<file path="src/rtl/pe_data_tx_pkg.sv">
// Shared PE definitions: transmit FSM encoding, default psum width, pointer sizing helper.
// Imported by the PE transmit port and its buffer.
package pe_data_tx_pkg;

  typedef enum logic [1:0] {
    ST_IDLE = 2'd0,
    ST_SEND = 2'd1,
    ST_DONE = 2'd2
  } tx_state_e;

  localparam int PSUM_WIDTH = 20;

  // Pointer width for a power-of-two buffer; the occupancy counter is one bit wider.
  function automatic int ptr_width(input int depth);
    return $clog2(depth);
  endfunction

endpackage

</file>
<file path="src/rtl/pe_tx_fifo.sv">
// Synchronous FIFO with registered storage; head is visible the cycle after a push.
// push is ignored when full, pop when empty; full/empty come from an occupancy counter.
module pe_tx_fifo
  import pe_data_tx_pkg::*;
#(
  parameter int WIDTH = PSUM_WIDTH + 1,
  parameter int DEPTH = 4
) (
  input  logic             clk,
  input  logic             rst,
  input  logic             push,
  input  logic [WIDTH-1:0] push_dat,
  input  logic             pop,
  output logic [WIDTH-1:0] head_dat,
  output logic             full,
  output logic             empty
);

  localparam int AW = ptr_width(DEPTH);

  logic [AW-1:0]    wr_ptr_q, wr_ptr_d;
  logic [AW-1:0]    rd_ptr_q, rd_ptr_d;
  logic [AW:0]      occ_q, occ_d;
  logic [WIDTH-1:0] mem_q [DEPTH];
  logic [WIDTH-1:0] mem_d [DEPTH];
  logic             do_push, do_pop;

  assign full    = (occ_q == (AW+1)'(DEPTH));
  assign empty   = (occ_q == '0);
  assign do_push = push & ~full;
  assign do_pop  = pop & ~empty;

  // Head reads as zero when empty so the port shows all-zero outputs after reset.
  assign head_dat = empty ? '0 : mem_q[rd_ptr_q];

  always_comb begin
    wr_ptr_d = wr_ptr_q;
    rd_ptr_d = rd_ptr_q;
    occ_d    = occ_q;
    mem_d    = mem_q;
    if (do_push) begin
      mem_d[wr_ptr_q] = push_dat;
      wr_ptr_d        = wr_ptr_q + AW'(1);
    end
    if (do_pop) begin
      rd_ptr_d = rd_ptr_q + AW'(1);
    end
    case ({do_push, do_pop})
      2'b10:   occ_d = occ_q + (AW+1)'(1);
      2'b01:   occ_d = occ_q - (AW+1)'(1);
      default: occ_d = occ_q;
    endcase
  end

  always_ff @(posedge clk) begin
    if (rst) begin
      wr_ptr_q <= '0;
      rd_ptr_q <= '0;
      occ_q    <= '0;
    end else begin
      wr_ptr_q <= wr_ptr_d;
      rd_ptr_q <= rd_ptr_d;
      occ_q    <= occ_d;
    end
  end

  always_ff @(posedge clk) begin
    mem_q <= mem_d;
  end

endmodule

</file>
<file path="src/rtl/pe_data_tx.sv">
// PE transmit port: buffers a burst of psums and sends them under valid/ready, tagging the last word.
// One cycle src-to-out latency; src_ready depends only on local state, never on data_out_ready.
module pe_data_tx
  import pe_data_tx_pkg::*;
#(
  parameter int DATA_OUT_WIDTH = PSUM_WIDTH,
  parameter int BUFFER_DEPTH   = 4,
  parameter int CNT_WIDTH      = 8
) (
  input  logic                      clk,
  input  logic                      rst,
  input  logic                      start,
  input  logic [CNT_WIDTH-1:0]      tx_len,
  input  logic                      src_valid,
  input  logic [DATA_OUT_WIDTH-1:0] src_data,
  output logic                      src_ready,
  output logic                      data_out_valid,
  output logic [DATA_OUT_WIDTH-1:0] data_out,
  output logic                      data_out_last,
  input  logic                      data_out_ready,
  output logic                      busy,
  output logic                      done
);

  localparam logic [CNT_WIDTH-1:0] CNT_ONE = CNT_WIDTH'(1);

  tx_state_e            state_q, state_d;
  logic [CNT_WIDTH-1:0] len_q, len_d;
  logic [CNT_WIDTH-1:0] accept_cnt_q, accept_cnt_d;
  logic [CNT_WIDTH-1:0] sent_cnt_q, sent_cnt_d;
  logic                 busy_q, busy_d;
  logic                 done_q, done_d;

  logic [DATA_OUT_WIDTH:0] fifo_head;
  logic                    fifo_full, fifo_empty;
  logic                    push, pop, push_last, head_last;

  assign src_ready = (state_q == ST_SEND) & ~fifo_full & (accept_cnt_q < len_q);
  assign push      = src_valid & src_ready;
  assign push_last = (accept_cnt_q == (len_q - CNT_ONE));

  assign data_out_valid = ~fifo_empty;
  assign data_out       = fifo_head[DATA_OUT_WIDTH-1:0];
  assign head_last      = fifo_head[DATA_OUT_WIDTH];
  assign data_out_last  = head_last;
  assign pop            = data_out_valid & data_out_ready;

  assign busy = busy_q;
  assign done = done_q;

  pe_tx_fifo #(
    .WIDTH (DATA_OUT_WIDTH + 1),
    .DEPTH (BUFFER_DEPTH)
  ) u_fifo (
    .clk      (clk),
    .rst      (rst),
    .push     (push),
    .push_dat ({push_last, src_data}),
    .pop      (pop),
    .head_dat (fifo_head),
    .full     (fifo_full),
    .empty    (fifo_empty)
  );

  always_comb begin
    state_d      = state_q;
    len_d        = len_q;
    accept_cnt_d = accept_cnt_q;
    sent_cnt_d   = sent_cnt_q;
    case (state_q)
      ST_IDLE: begin
        if (start) begin
          if (tx_len != '0) begin
            len_d        = tx_len;
            accept_cnt_d = '0;
            sent_cnt_d   = '0;
            state_d      = ST_SEND;
          end else begin
            state_d = ST_DONE;
          end
        end
      end
      ST_SEND: begin
        if (push) begin
          accept_cnt_d = accept_cnt_q + CNT_ONE;
        end
        if (pop) begin
          sent_cnt_d = sent_cnt_q + CNT_ONE;
        end
        // The burst ends when its tagged word leaves, not when it is accepted.
        if (pop && head_last) begin
          state_d = ST_DONE;
        end
      end
      ST_DONE: state_d = ST_IDLE;
      default: state_d = ST_IDLE;
    endcase
    busy_d = (state_d != ST_IDLE);
    done_d = (state_d == ST_DONE);
  end

  always_ff @(posedge clk) begin
    if (rst) begin
      state_q      <= ST_IDLE;
      len_q        <= '0;
      accept_cnt_q <= '0;
      sent_cnt_q   <= '0;
      busy_q       <= 1'b0;
      done_q       <= 1'b0;
    end else begin
      state_q      <= state_d;
      len_q        <= len_d;
      accept_cnt_q <= accept_cnt_d;
      sent_cnt_q   <= sent_cnt_d;
      busy_q       <= busy_d;
      done_q       <= done_d;
    end
  end

endmodule

</file>
<file path="config.mk">
export PLATFORM = sky130hd
export DESIGN_NAME = pe_data_tx
export DESIGN_NICKNAME = d
export VERILOG_FILES = /design/src/rtl/pe_data_tx_pkg.sv /design/src/rtl/pe_tx_fifo.sv /design/src/rtl/pe_data_tx.sv
export SDC_FILE = /design/constraint.sdc
export NUM_CORES = 1
export LEC_CHECK = 0
export BUFFER_PORTS_ARGS = -buffer_cell sky130_fd_sc_hd__buf_2
export CAP_MARGIN = 0
export CORE_MARGIN = 4
export CORE_UTILIZATION = 58
export CTS_CLUSTER_DIAMETER = 30
export DETAILED_ROUTE_END_ITERATION = 16
export GPL_TIMING_DRIVEN = 0
export PLACE_DENSITY = 0.83
export SYNTH_ARGS = -nofsm -noshare
export SYNTH_HDL_FRONTEND = slang
export SYNTH_HIERARCHICAL = 1
export SYNTH_SLANG_ARGS = --single-unit
</file>
<file path="constraint.sdc">
create_clock -name clk -period 3.7 [get_ports clk]
set_input_delay 0.555 -clock clk [delete_from_list [all_inputs] [get_ports clk]]
set_output_delay 0.555 -clock clk [all_outputs]
set_load 0.01 [all_outputs]
</file>
==> flow_metrics.py <==
metrics = {
    "setup_path": {
        "end_kind": "flop",
        "crit_required_ps": 3680,
        "start_kind": "flop",
        "critPathArrivalTime_ps": 3180,
        "critical_path.max_fanout": 21,
        "crit_type": "flop to flop",
    },
    "grt": {
        "grt_pass1_vias": 2971,
        "grt_max_degree": 22,
        "grt_pass1_wl_mm": 14.8,
        "antenna_found_initial": 0,
        "grt.overflow.total": 0,
        "gr-usage-all-layers": 0.190,
    },
    "cells_and_area": {
        "drive_gt1_frac": 0.301,
        "multi_input_area_mm2": 0.00182,
        "final_core_util": 0.678,
        "n_antenna_cell": 0,
        "regArea_mm2": 0.00306,
        "nFillCells": 559,
        "fin_nets": 459,
        "area_delta_synth_final_pct": 12.0,
    },
    "floorplan": {
        "core_area_mm2": 0.00834,
        "die-area_mm2": 0.0103,
        "rows": 33,
        "top_level_ports": 58,
        "fp.dieW_um": 101,
        "die_h_um": 101,
        "start_util": 0.605,
    },
    "place": {
        "io_buffer_count": 57,
        "dp_hpwl_mm": 6.64,
        "gp_congestion": 0.847,
    },
    "clock_tree": {
        "cts_sinks": 111,
        "cts_root_buffer": "clkbuf_8",
        "holdBufCountCts": 0,
        "cts_resized": 0,
        "ctsLongestPathBuffers": 2,
        "clk_pin_slew_ps": 110,
        "cts_setup_buffers": 0,
        "cts_tree": "done",
        "cts.htree.levels": 3,
        "clkLatencyLatePin_ps": 370,
        "cts_buffers": 9,
    },
    "synthesis": {
        "avgSynthCellArea_um2": 14.8,
        "synth_seq_cells": 111,
        "ys_top_cells_by_area": "edfxtp_1 50%, dfxtp_1 11%, mux4_2 9.4%",
        "syn_area_mm2": 0.00505,
        "synth_nets": 391,
        "ys_top_cells_by_count": "84 x edfxtp_1, 27 x dfxtp_1, 22 x nor2_1, 21 x mux4_2, 20 x inv_1",
        "synth_edf_count": 84,
        "ys_async_sr_fraction": 0,
        "netlist.area_leader.share": 0.500,
        "yosysMostFrequentCell": "edfxtp_1",
        "ys_types": 50,
        "synth_top_area_cell": "edfxtp_1",
        "synth_flop_cell": "edfxtp_1",
        "synthCells": 342,
        "ys.warnings.count": 6,
        "ys_seq_area_frac": 0.607,
    },
    "power_and_ir_drop": {
        "p_leak_nw": 2.04,
        "power.density_mw_per_mm2": 404,
        "p_sw_frac": 0.248,
        "ir_drop_v": 0.000230,
        "p_int_mw": 1.72,
        "combinationalPowerShare": 0.098,
        "clkPwrFrac": 0.301,
        "seqPwrFrac": 0.602,
        "switchingPower_mw": 0.566,
    },
    "detailed_routing": {
        "detail-route-antenna-nets": 0,
        "wire_per_inst_um": 18.0,
        "dr.pass1.iters": 5,
        "drc_errors": 0,
        "drt_wl_total_mm": 9.34,
        "vias": 2993,
        "vias_per_cell": 5.76,
        "drt_iter0_drc": 175,
    },
    "run": {
        "maxCapViolations": 0,
    },
    "timing": {
        "fmax_mhz": 313,
        "worstMarginPinSlew_ps": 1090,
        "skew_ps": 16.3,
        "report.final.slew_viol_count": 0,
        "setup_viol": 0,
        "rsz0062_at_grt": "no",
        "maxSlewHeadroom": 0.271,
        "finalSetupTns_ps": 0,
        "min_period_ps": 3190,
        "period_share": 0.863,
        "hold_violations": 0,
    },
    "outcome": {
        "status": "finished, final reports clean",
    },
    "worst_hold_path": {
        "hold_path_class": "primary input to flop",
    },
}
==> registers in the layout, summed over array words and instances, names as in the netlist <==
name / cells
u_fifo/mem_q: 84
state_q: 2
done: 1
u_fifo/occ_q: 3
busy: 1
accept_cnt_q: 8
len_q: 8
u_fifo/rd_ptr_q: 2
u_fifo/wr_ptr_q: 2
==> power by group through the flow <==
stage	Sequential [mW]	Combinational (mW)	Clock [mW]
finish	1.38	0.223	0.687
global route	1.38	0.245	0.764
detailed placement	1.40	0.223	0
global placement	1.40	0.215	0
floorplan	1.40	0.148	0
CTS	1.38	0.224	0.701
==> logic make-up (layout without fill, tap and decap cells) <==
| family | after synthesis | count (layout) | synth area share |
|---|---|---|---|
| AOI/OAI and AO/OA | 32 | 32 | 0.0454 |
| adders and majority gates | 16 | 16 | 0.0411 |
| buffers and inverters | 33 | 106 | 0.0325 |
| DFF | 111 | 111 | 0.607 |
| and+or+nand+nor | 105 | 105 | 0.135 |
| xor gates and xnor gates | 14 | 14 | 0.0258 |
| muxes | 31 | 31 | 0.114 |
==> final timing paths <==
kind | startpoint | endpoint | slack [ps] | cells past startpoint
max | len_q[7] | u_fifo/mem_q[65] | 510 | 9
min | src_data[8] | u_fifo/mem_q[71] | 400 | 1
max reg2reg | len_q[7] | u_fifo/mem_q[65] | 510 | 9
min reg2reg | state_q[1] | state_q[1] | 510 | 1
==> metal layers <==
layer	share of wire	GRT usage	up-vias
met5	0	0	-
met4	0.012	0.0501	0
met3	0.061	0.0406	11
met2	0.53	0.345	93
met1	0.39	0.231	1461
li1	-	-	1428
==> cell usage in the layout, fill, tap and decap left out, types with 2 or more instances in the layout <==
cell type / Yosys / final
edfxtp_1: 84 / 84
buf_2: 4 / 61
dfxtp_1: 27 / 27
nor2_1: 22 / 22
mux4_2: 21 / 21
inv_1: 20 / 20
ha_1: 15 / 15
nor2b_1: 14 / 14
mux2i_1: 10 / 10
nor2b_4: 10 / 10
nand3_1: 9 / 9
clkbuf_8: 0 / 9
nand2_1: 8 / 8
a21oi_1: 8 / 8
xnor2_1: 7 / 7
nand4_1: 6 / 6
and2_1: 6 / 6
xor2_1: 6 / 6
o211ai_1: 4 / 4
nor3_1: 4 / 4
a31oi_1: 4 / 4
nor4_1: 4 / 4
o21ai_0: 4 / 4
or4_1: 4 / 4
nand2b_1: 4 / 4
inv_6: 0 / 4
clkbuf_1: 3 / 3
o311ai_0: 3 / 3
or3_1: 3 / 3
o21ai_1: 2 / 2
or2_2: 2 / 2
nand3b_1: 2 / 2
o31ai_1: 2 / 2
buf_6: 2 / 2
==> critical path, stage by stage, from the launching register on <==
cell and delay [ps]:
dfxtp_1 420, inv_1 60, ha_1 340, a211oi_2 270, o211a_4 220, nand2_4 70
nor2_1 160, inv_2 60, nor2_1 280, and2_1 910
==> cell type report <==
class | instances | share of cell area
plain buffers | 12 | 0.0150
clock buffers | 9 | 0.0219
clock inverters | 7 | 0.0119
inverters | 21 | 0.0139
multi-input cells | 198 | 0.322
flip-flops and latches | 111 | 0.541
well taps | 105 | 0.0232
repair buffers | 57 | 0.0504
==> stage by stage <==
stage	setup WS [ps]	total power, mW	cells	hold WS [ps]	area [um^2]
after floorplan	1010	1.55	342	462	5050
after global placement	536	1.62	504	489	5470
after detailed placement	491	1.63	504	493	5470
after CTS	466	2.30	520	378	5660
after global routing	283	2.39	520	368	5660
final	505	2.29	520	398	5660
(Power assumes the default switching activity.)
